--- src/rtl/nibble_serial_adder.sv ---
// rtl/nibble_serial_adder.sv - WIDTH-bit adder stepping one 4-bit ripple slice per cycle; optional subtract via SUB_MODE_EN

// 4-bit ripple-carry slice reused once per nibble by the serial adder
module rca_4 (
   input  logic [3:0] a_i,
   input  logic [3:0] b_i,
   input  logic       cin_i,
   output logic [3:0] sum_o,
   output logic       cout_o
);
   logic [4:0] c;

   // Four chained full adders
   always_comb begin
      c     = '0;
      sum_o = '0;
      c[0]  = cin_i;
      for (int i = 0; i < 4; i++) begin
         sum_o[i] = a_i[i] ^ b_i[i] ^ c[i];
         c[i+1]   = (a_i[i] & b_i[i]) | (c[i] & (a_i[i] ^ b_i[i]));
      end
      cout_o = c[4];
   end
endmodule

module nibble_serial_adder #(
   parameter int WIDTH = 16
) (
   input  logic             clk,
   input  logic             rst_n,
   input  logic             in_valid,
   output logic             in_ready,
   input  logic [WIDTH-1:0] a,
   input  logic [WIDTH-1:0] b,
   input  logic             cin,
`ifdef SUB_MODE_EN
   input  logic             sub,
   output logic             ovf,
`endif
   output logic             res_valid,
   input  logic             res_ready,
   output logic [WIDTH-1:0] sum,
   output logic             cout
);
   localparam int N     = WIDTH / 4;
   localparam int IDX_W = (N > 1) ? $clog2(N) : 1;

   localparam logic [1:0] IDLE = 2'd0;
   localparam logic [1:0] RUN  = 2'd1;
   localparam logic [1:0] DONE = 2'd2;

   logic [1:0]       state_q, state_d;
   logic [IDX_W-1:0] idx_q;
   logic [WIDTH-1:0] opa_q, opb_q;
   logic             carry_q;
   logic [WIDTH-1:0] sum_q;
   logic             cout_q;
   logic [3:0]       s_sum;
   logic             s_cout;
   logic             sub_w;
   logic             last_step;

`ifdef SUB_MODE_EN
   assign sub_w = sub;
`else
   assign sub_w = 1'b0;
`endif

   // Low nibbles of the shifting operands always feed the single slice
   rca_4 u_rca (
      .a_i    (opa_q[3:0]),
      .b_i    (opb_q[3:0]),
      .cin_i  (carry_q),
      .sum_o  (s_sum),
      .cout_o (s_cout)
   );

   assign last_step = (idx_q == IDX_W'(N - 1));

   // Next-state logic for the IDLE -> RUN -> DONE sequence
   always_comb begin
      state_d = state_q;
      case (state_q)
         IDLE:    if (in_valid)  state_d = RUN;
         RUN:     if (last_step) state_d = DONE;
         DONE:    if (res_ready) state_d = IDLE;
         default: state_d = IDLE;
      endcase
   end

   // Operand capture, per-nibble accumulation and carry chaining between cycles
   always_ff @(posedge clk) begin
      if (!rst_n) begin
         state_q <= IDLE;
         idx_q   <= '0;
         carry_q <= 1'b0;
         sum_q   <= '0;
         cout_q  <= 1'b0;
         opa_q   <= '0;
         opb_q   <= '0;
      end else begin
         state_q <= state_d;
         case (state_q)
            IDLE: begin
               if (in_valid) begin
                  opa_q   <= a;
                  opb_q   <= sub_w ? ~b : b;
                  carry_q <= sub_w ? 1'b1 : cin;
                  idx_q   <= '0;
               end
            end
            RUN: begin
               sum_q[4*idx_q +: 4] <= s_sum;
               carry_q             <= s_cout;
               opa_q               <= opa_q >> 4;
               opb_q               <= opb_q >> 4;
               idx_q               <= idx_q + IDX_W'(1);
               if (last_step) cout_q <= s_cout;
            end
            default: ;
         endcase
      end
   end

`ifdef SUB_MODE_EN
   logic ovf_q;

   // Signed overflow from the MSB nibble: operand signs agree but the sum sign differs
   always_ff @(posedge clk) begin
      if (!rst_n) begin
         ovf_q <= 1'b0;
      end else if (state_q == RUN && last_step) begin
         ovf_q <= (opa_q[3] == opb_q[3]) && (s_sum[3] != opa_q[3]);
      end
   end

   assign ovf = ovf_q;
`endif

   assign in_ready  = (state_q == IDLE) && rst_n;
   assign res_valid = (state_q == DONE);
   assign sum       = sum_q;
   assign cout      = cout_q;
endmodule

--- config.mk ---
export PLATFORM = sky130hd
export DESIGN_NAME = nibble_serial_adder
export DESIGN_NICKNAME = d
export VERILOG_FILES = /design/src/rtl/nibble_serial_adder.sv
export SDC_FILE = /design/constraint.sdc
export NUM_CORES = 1
export LEC_CHECK = 0
export CORE_ASPECT_RATIO = 1.75
export CORE_UTILIZATION = 55
export CTS_CLUSTER_DIAMETER = 200
export CTS_CLUSTER_SIZE = 20
export DETAILED_ROUTE_END_ITERATION = 8
export GPL_TIMING_DRIVEN = 0
export PLACE_DENSITY = 0.85
export RECOVER_POWER = 50
export SYNTH_ARGS = -nofsm -noshare
export SYNTH_HDL_FRONTEND = slang
export SYNTH_SLANG_ARGS = --single-unit
--- constraint.sdc ---
create_clock -name clk -period 3.9 [get_ports clk]
set_clock_uncertainty 0.05 [all_clocks]
set_input_delay 0.39 -clock clk [delete_from_list [all_inputs] [get_ports clk]]
set_output_delay 0.39 -clock clk [all_outputs]
set_load 0.02 [all_outputs]
==> metrics.log <==
[metrics] I/O pins: 56
[metrics] CP Capture Point: in_ready
[metrics] sequential cell area fraction in the yosys report: 40.6%
[metrics] power after layout: 1.24 mW
[metrics] average wire length per cell after detail routing: 17.7 um
[metrics] most common cell after layout, fill and taps aside: dfxtp_1
[metrics] number of distinct standard cells referenced by the synthesized netlist: 36
[metrics] final worst-path cycle share: 68.3%
[metrics] H-tree depth: 2
[metrics] count of mapped cells out of synthesis: 295
[metrics] number of buffers added for setup after CTS: 0
[metrics] Peak supply drop: 0.000377 V
[metrics] global-route met2 utilization: 55.5%
[metrics] post-route standard cell area excluding fillers: 3370 um2
[metrics] Initial Utilization: 57.1%
[metrics] minimum setup slack after placement: 1340 ps
[metrics] Worst slew margin: 63.2%
[metrics] CTS-repair resized insts: 0
[metrics] setup repair after global routing missed its margin: no
[metrics] terminus of the critical flop-to-flop path: sum[15]
[metrics] clock latency on the worst-skew pair: 320 ps
[metrics] TritonCTS clock tree: done
[metrics] Final TNS setup: 0 ps
[metrics] Die Outline Area: 5140 um2
[metrics] Inst Count DP: 401
[metrics] count of flip-flops with a built-in enable after synthesis: 0
[metrics] Root Buffer: clkbuf_8
[metrics] crit path from: rst_n
[metrics] peak fanout along the critical path: 10
[metrics] cell area after synthesis: 2660 um2
[metrics] predominant post-synthesis flop cell: dfxtp_1
[metrics] area grow syn2layout: 26.4%
[metrics] share of async-settable or async-resettable flops after synthesis: 0%
[metrics] quantity of I/O buffers inserted on ports: 54
[metrics] number of placement rows: 33
[metrics] final hold violations: 0
[metrics] GR Overflow Total: 0
[metrics] Worst Setup Path Type: input port to primary output
[metrics] Cell Area, Placed: 3270 um2
[metrics] Worst Setup Start Kind: input port
[metrics] commonest cells after routing, fill and taps aside: dfxtp_1 (54), clkdlybuf4s50_1 (53), a21oi_1 (35)
[metrics] wire length of the first global-routing pass: 11.4 mm
[metrics] clock tree buffer depth: 2
[metrics] Antenna Diode Count: 0
[metrics] result of the run: finished, final reports clean
[metrics] hold-fix buffer count after cts: 0
[metrics] CP Depth: 5
[metrics] Worst Hold Depth: 3
[metrics] yosys synthesis warning count: 0
[metrics] Hold Slack: 401 ps
[metrics] number of max-capacitance violations reported: 0
[metrics] Crit path max-delay family: buffers and inverters
[metrics] sequence of cells on the critical path: dlygate4sd3_1 > inv_1 > clkbuf_1 > nor3_1 > clkdlybuf4s50_1
[metrics] Antenna Nets Post-Route: 0
[metrics] Remaining DRCs: 0
[metrics] final net count: 403
[metrics] pin count of the biggest net entering global routing: 18
[metrics] Worst Reg-to-Reg Cells: 10
[metrics] Slew Limit Fails: 0
[metrics] TritonCTS Buffers: 5
[metrics] detailed-routing iteration count for the pre-antenna-repair pass: 4
[metrics] synthesis-stage register bit count: 54
[metrics] detailed placement HPWL: 5.26 mm
[metrics] final core utilization: 72.2%
[metrics] clock transition at the register clock pins on the worst setup and hold paths after CTS: 110 ps
[metrics] highest cell delay on the worst timing path: 640 ps
[metrics] number of global-route vias before repair: 2565
[metrics] LEAKAGE: 1.22 nW
[metrics] die width: 54.6 um
[metrics] DIE HEIGHT: 94.1 um
[metrics] transition time at the pin with the least slew margin: 552 ps
[metrics] kind of capture point of the worst setup path: primary output
[metrics] maximum frequency from static timing analysis: 376 MHz
[metrics] Core Region: 4670 um2
[metrics] non-filler cells in the finished layout: 409
[metrics] post-DR vias/cell: 6.30
[metrics] mean instance size in the synthesized netlist: 9.03 um2
[metrics] Data required, critical path: 3460 ps
[metrics] met1 global-route usage: 30.3%
[metrics] class of the tightest hold or removal check: input port to register
[metrics] cell type of the slowest stage on the worst timing path: clkdlybuf4s50_1
[metrics] final RePlAce weighted congestion: 0.849
[metrics] number of buffer and inverter stages on the critical path: 4
[metrics] busiest layer in global routing: met2
[metrics] Pwr per Cell Area: 368 nW/um2
[metrics] total global routing track utilization: 30.6%
[metrics] Synthesized Nets: 342
[metrics] share of post-route cells with drive strength above 1: 7.00%
[metrics] critical path arrival: 2220 ps
[metrics] number of DRC markers in iteration 0: 119
[metrics] clock period minus worst slack: 2660 ps
[metrics] vias after detailed routing: 2578
[metrics] final wirelength: 7.23 mm
[metrics] GRT met3 Usage: 4.53%
[metrics] final worst setup slack: 1240 ps
[metrics] antenna violations before repair: 0
[metrics] reg-to-reg setup timing slack: 1430 ps
[metrics] startpoint of the most critical register-to-register path: opa_q[0]
[metrics] final setup violation count: 0
[metrics] clock sink count: 54
## cells in the mapped netlist (2+ instances only)
cell type | n | share of area (%)
dfxtp_1 | 54 | 41
a21oi_1 | 35 | 6.6
o21ai_0 | 26 | 4.9
o221ai_1 | 23 | 7.6
or3b_1 | 21 | 6.9
inv_1 | 15 | 2.1
nor2_1 | 14 | 2.0
nand2_1 | 11 | 1.6
buf_2 | 10 | 1.9
clkbuf_1 | 9 | 1.3
o22ai_1 | 8 | 1.9
nand4_1 | 7 | 1.6
ha_1 | 6 | 2.8
o21ai_1 | 6 | 1.1
a22oi_1 | 5 | 1.4
buf_4 | 4 | 1.1
fa_1 | 4 | 3.0
nand2b_1 | 4 | 0.94
nand3_1 | 4 | 0.75
nand3b_1 | 4 | 1.1
a32oi_1 | 3 | 0.99
buf_6 | 3 | 1.3
nor2b_1 | 3 | 0.70
nor3_1 | 2 | 0.38
nor3b_2 | 2 | 0.94
o2bb2ai_1 | 2 | 0.66
## power by group
| group | total (mW) | switching (mW) | internal, mW | leakage (nW) |
|---|---|---|---|---|
| Sequential | 0.618 | 0.0308 | 0.587 | 0.444 |
| Combinational | 0.236 | 0.125 | 0.110 | 0.721 |
| Clock | 0.384 | 0.193 | 0.191 | 0.0504 |
## sequential cells by signal, summed over array words and instances (netlist names)
register  cells
state_q       2
opb_q        16
idx_q         2
cout          1
sum          16
opa_q        16
carry_q       1
## cells by family (layout without fill, tap and decap cells)
kind of cell / count (synthesis) / after routing / synth area share, %
DFF: 54 / 54 / 40.6
and+or+nand+nor: 78 / 78 / 19.3
buffers and inverters: 41 / 103 / 7.66
AOI/OAI and AO/OA: 112 / 112 / 26.6
adders and majority gates: 10 / 10 / 5.82
## layer usage
layer,vias up,wire (um)
met5,-,0
li1,1214,-
met3,16,400
met2,106,4040
met4,0,200
met1,1242,2590
## worst register-to-register path, cell delays in order, from the launching register on
cell and delay [ps]:
dfxtp_1 370, inv_1 80, fa_1 410, inv_1 80, fa_1 160, inv_1 50
fa_1 350, inv_1 70, fa_1 470, a32oi_1 200, nor2_1 50
## how the worst min path moves through the flow
stage          startpoint        end  slack (ps)
6_report         in_valid  opa_q[10]         400
4_1_cts          in_valid  opa_q[10]         400
3_5_place_dp      sum[14]    sum[14]         400
2_1_floorplan   opb_q[12]  opb_q[12]         400
3_3_place_gp      sum[14]    sum[14]         390
5_1_grt          in_valid  opa_q[10]         420
## area by class of cell
type | instances | area, um2
Clock buffer | 5 | 68.8
Timing Repair Buffer | 54 | 541
Sequential cell | 54 | 1080
Inverter | 15 | 56.3
Buffer | 26 | 131
Multi-Input combinational cell | 200 | 1380
Tap cell | 52 | 65.1
Clock inverter | 3 | 45.0
Fill cell | 375 | 1300
Note: power is estimated with default switching activity, not from simulation.
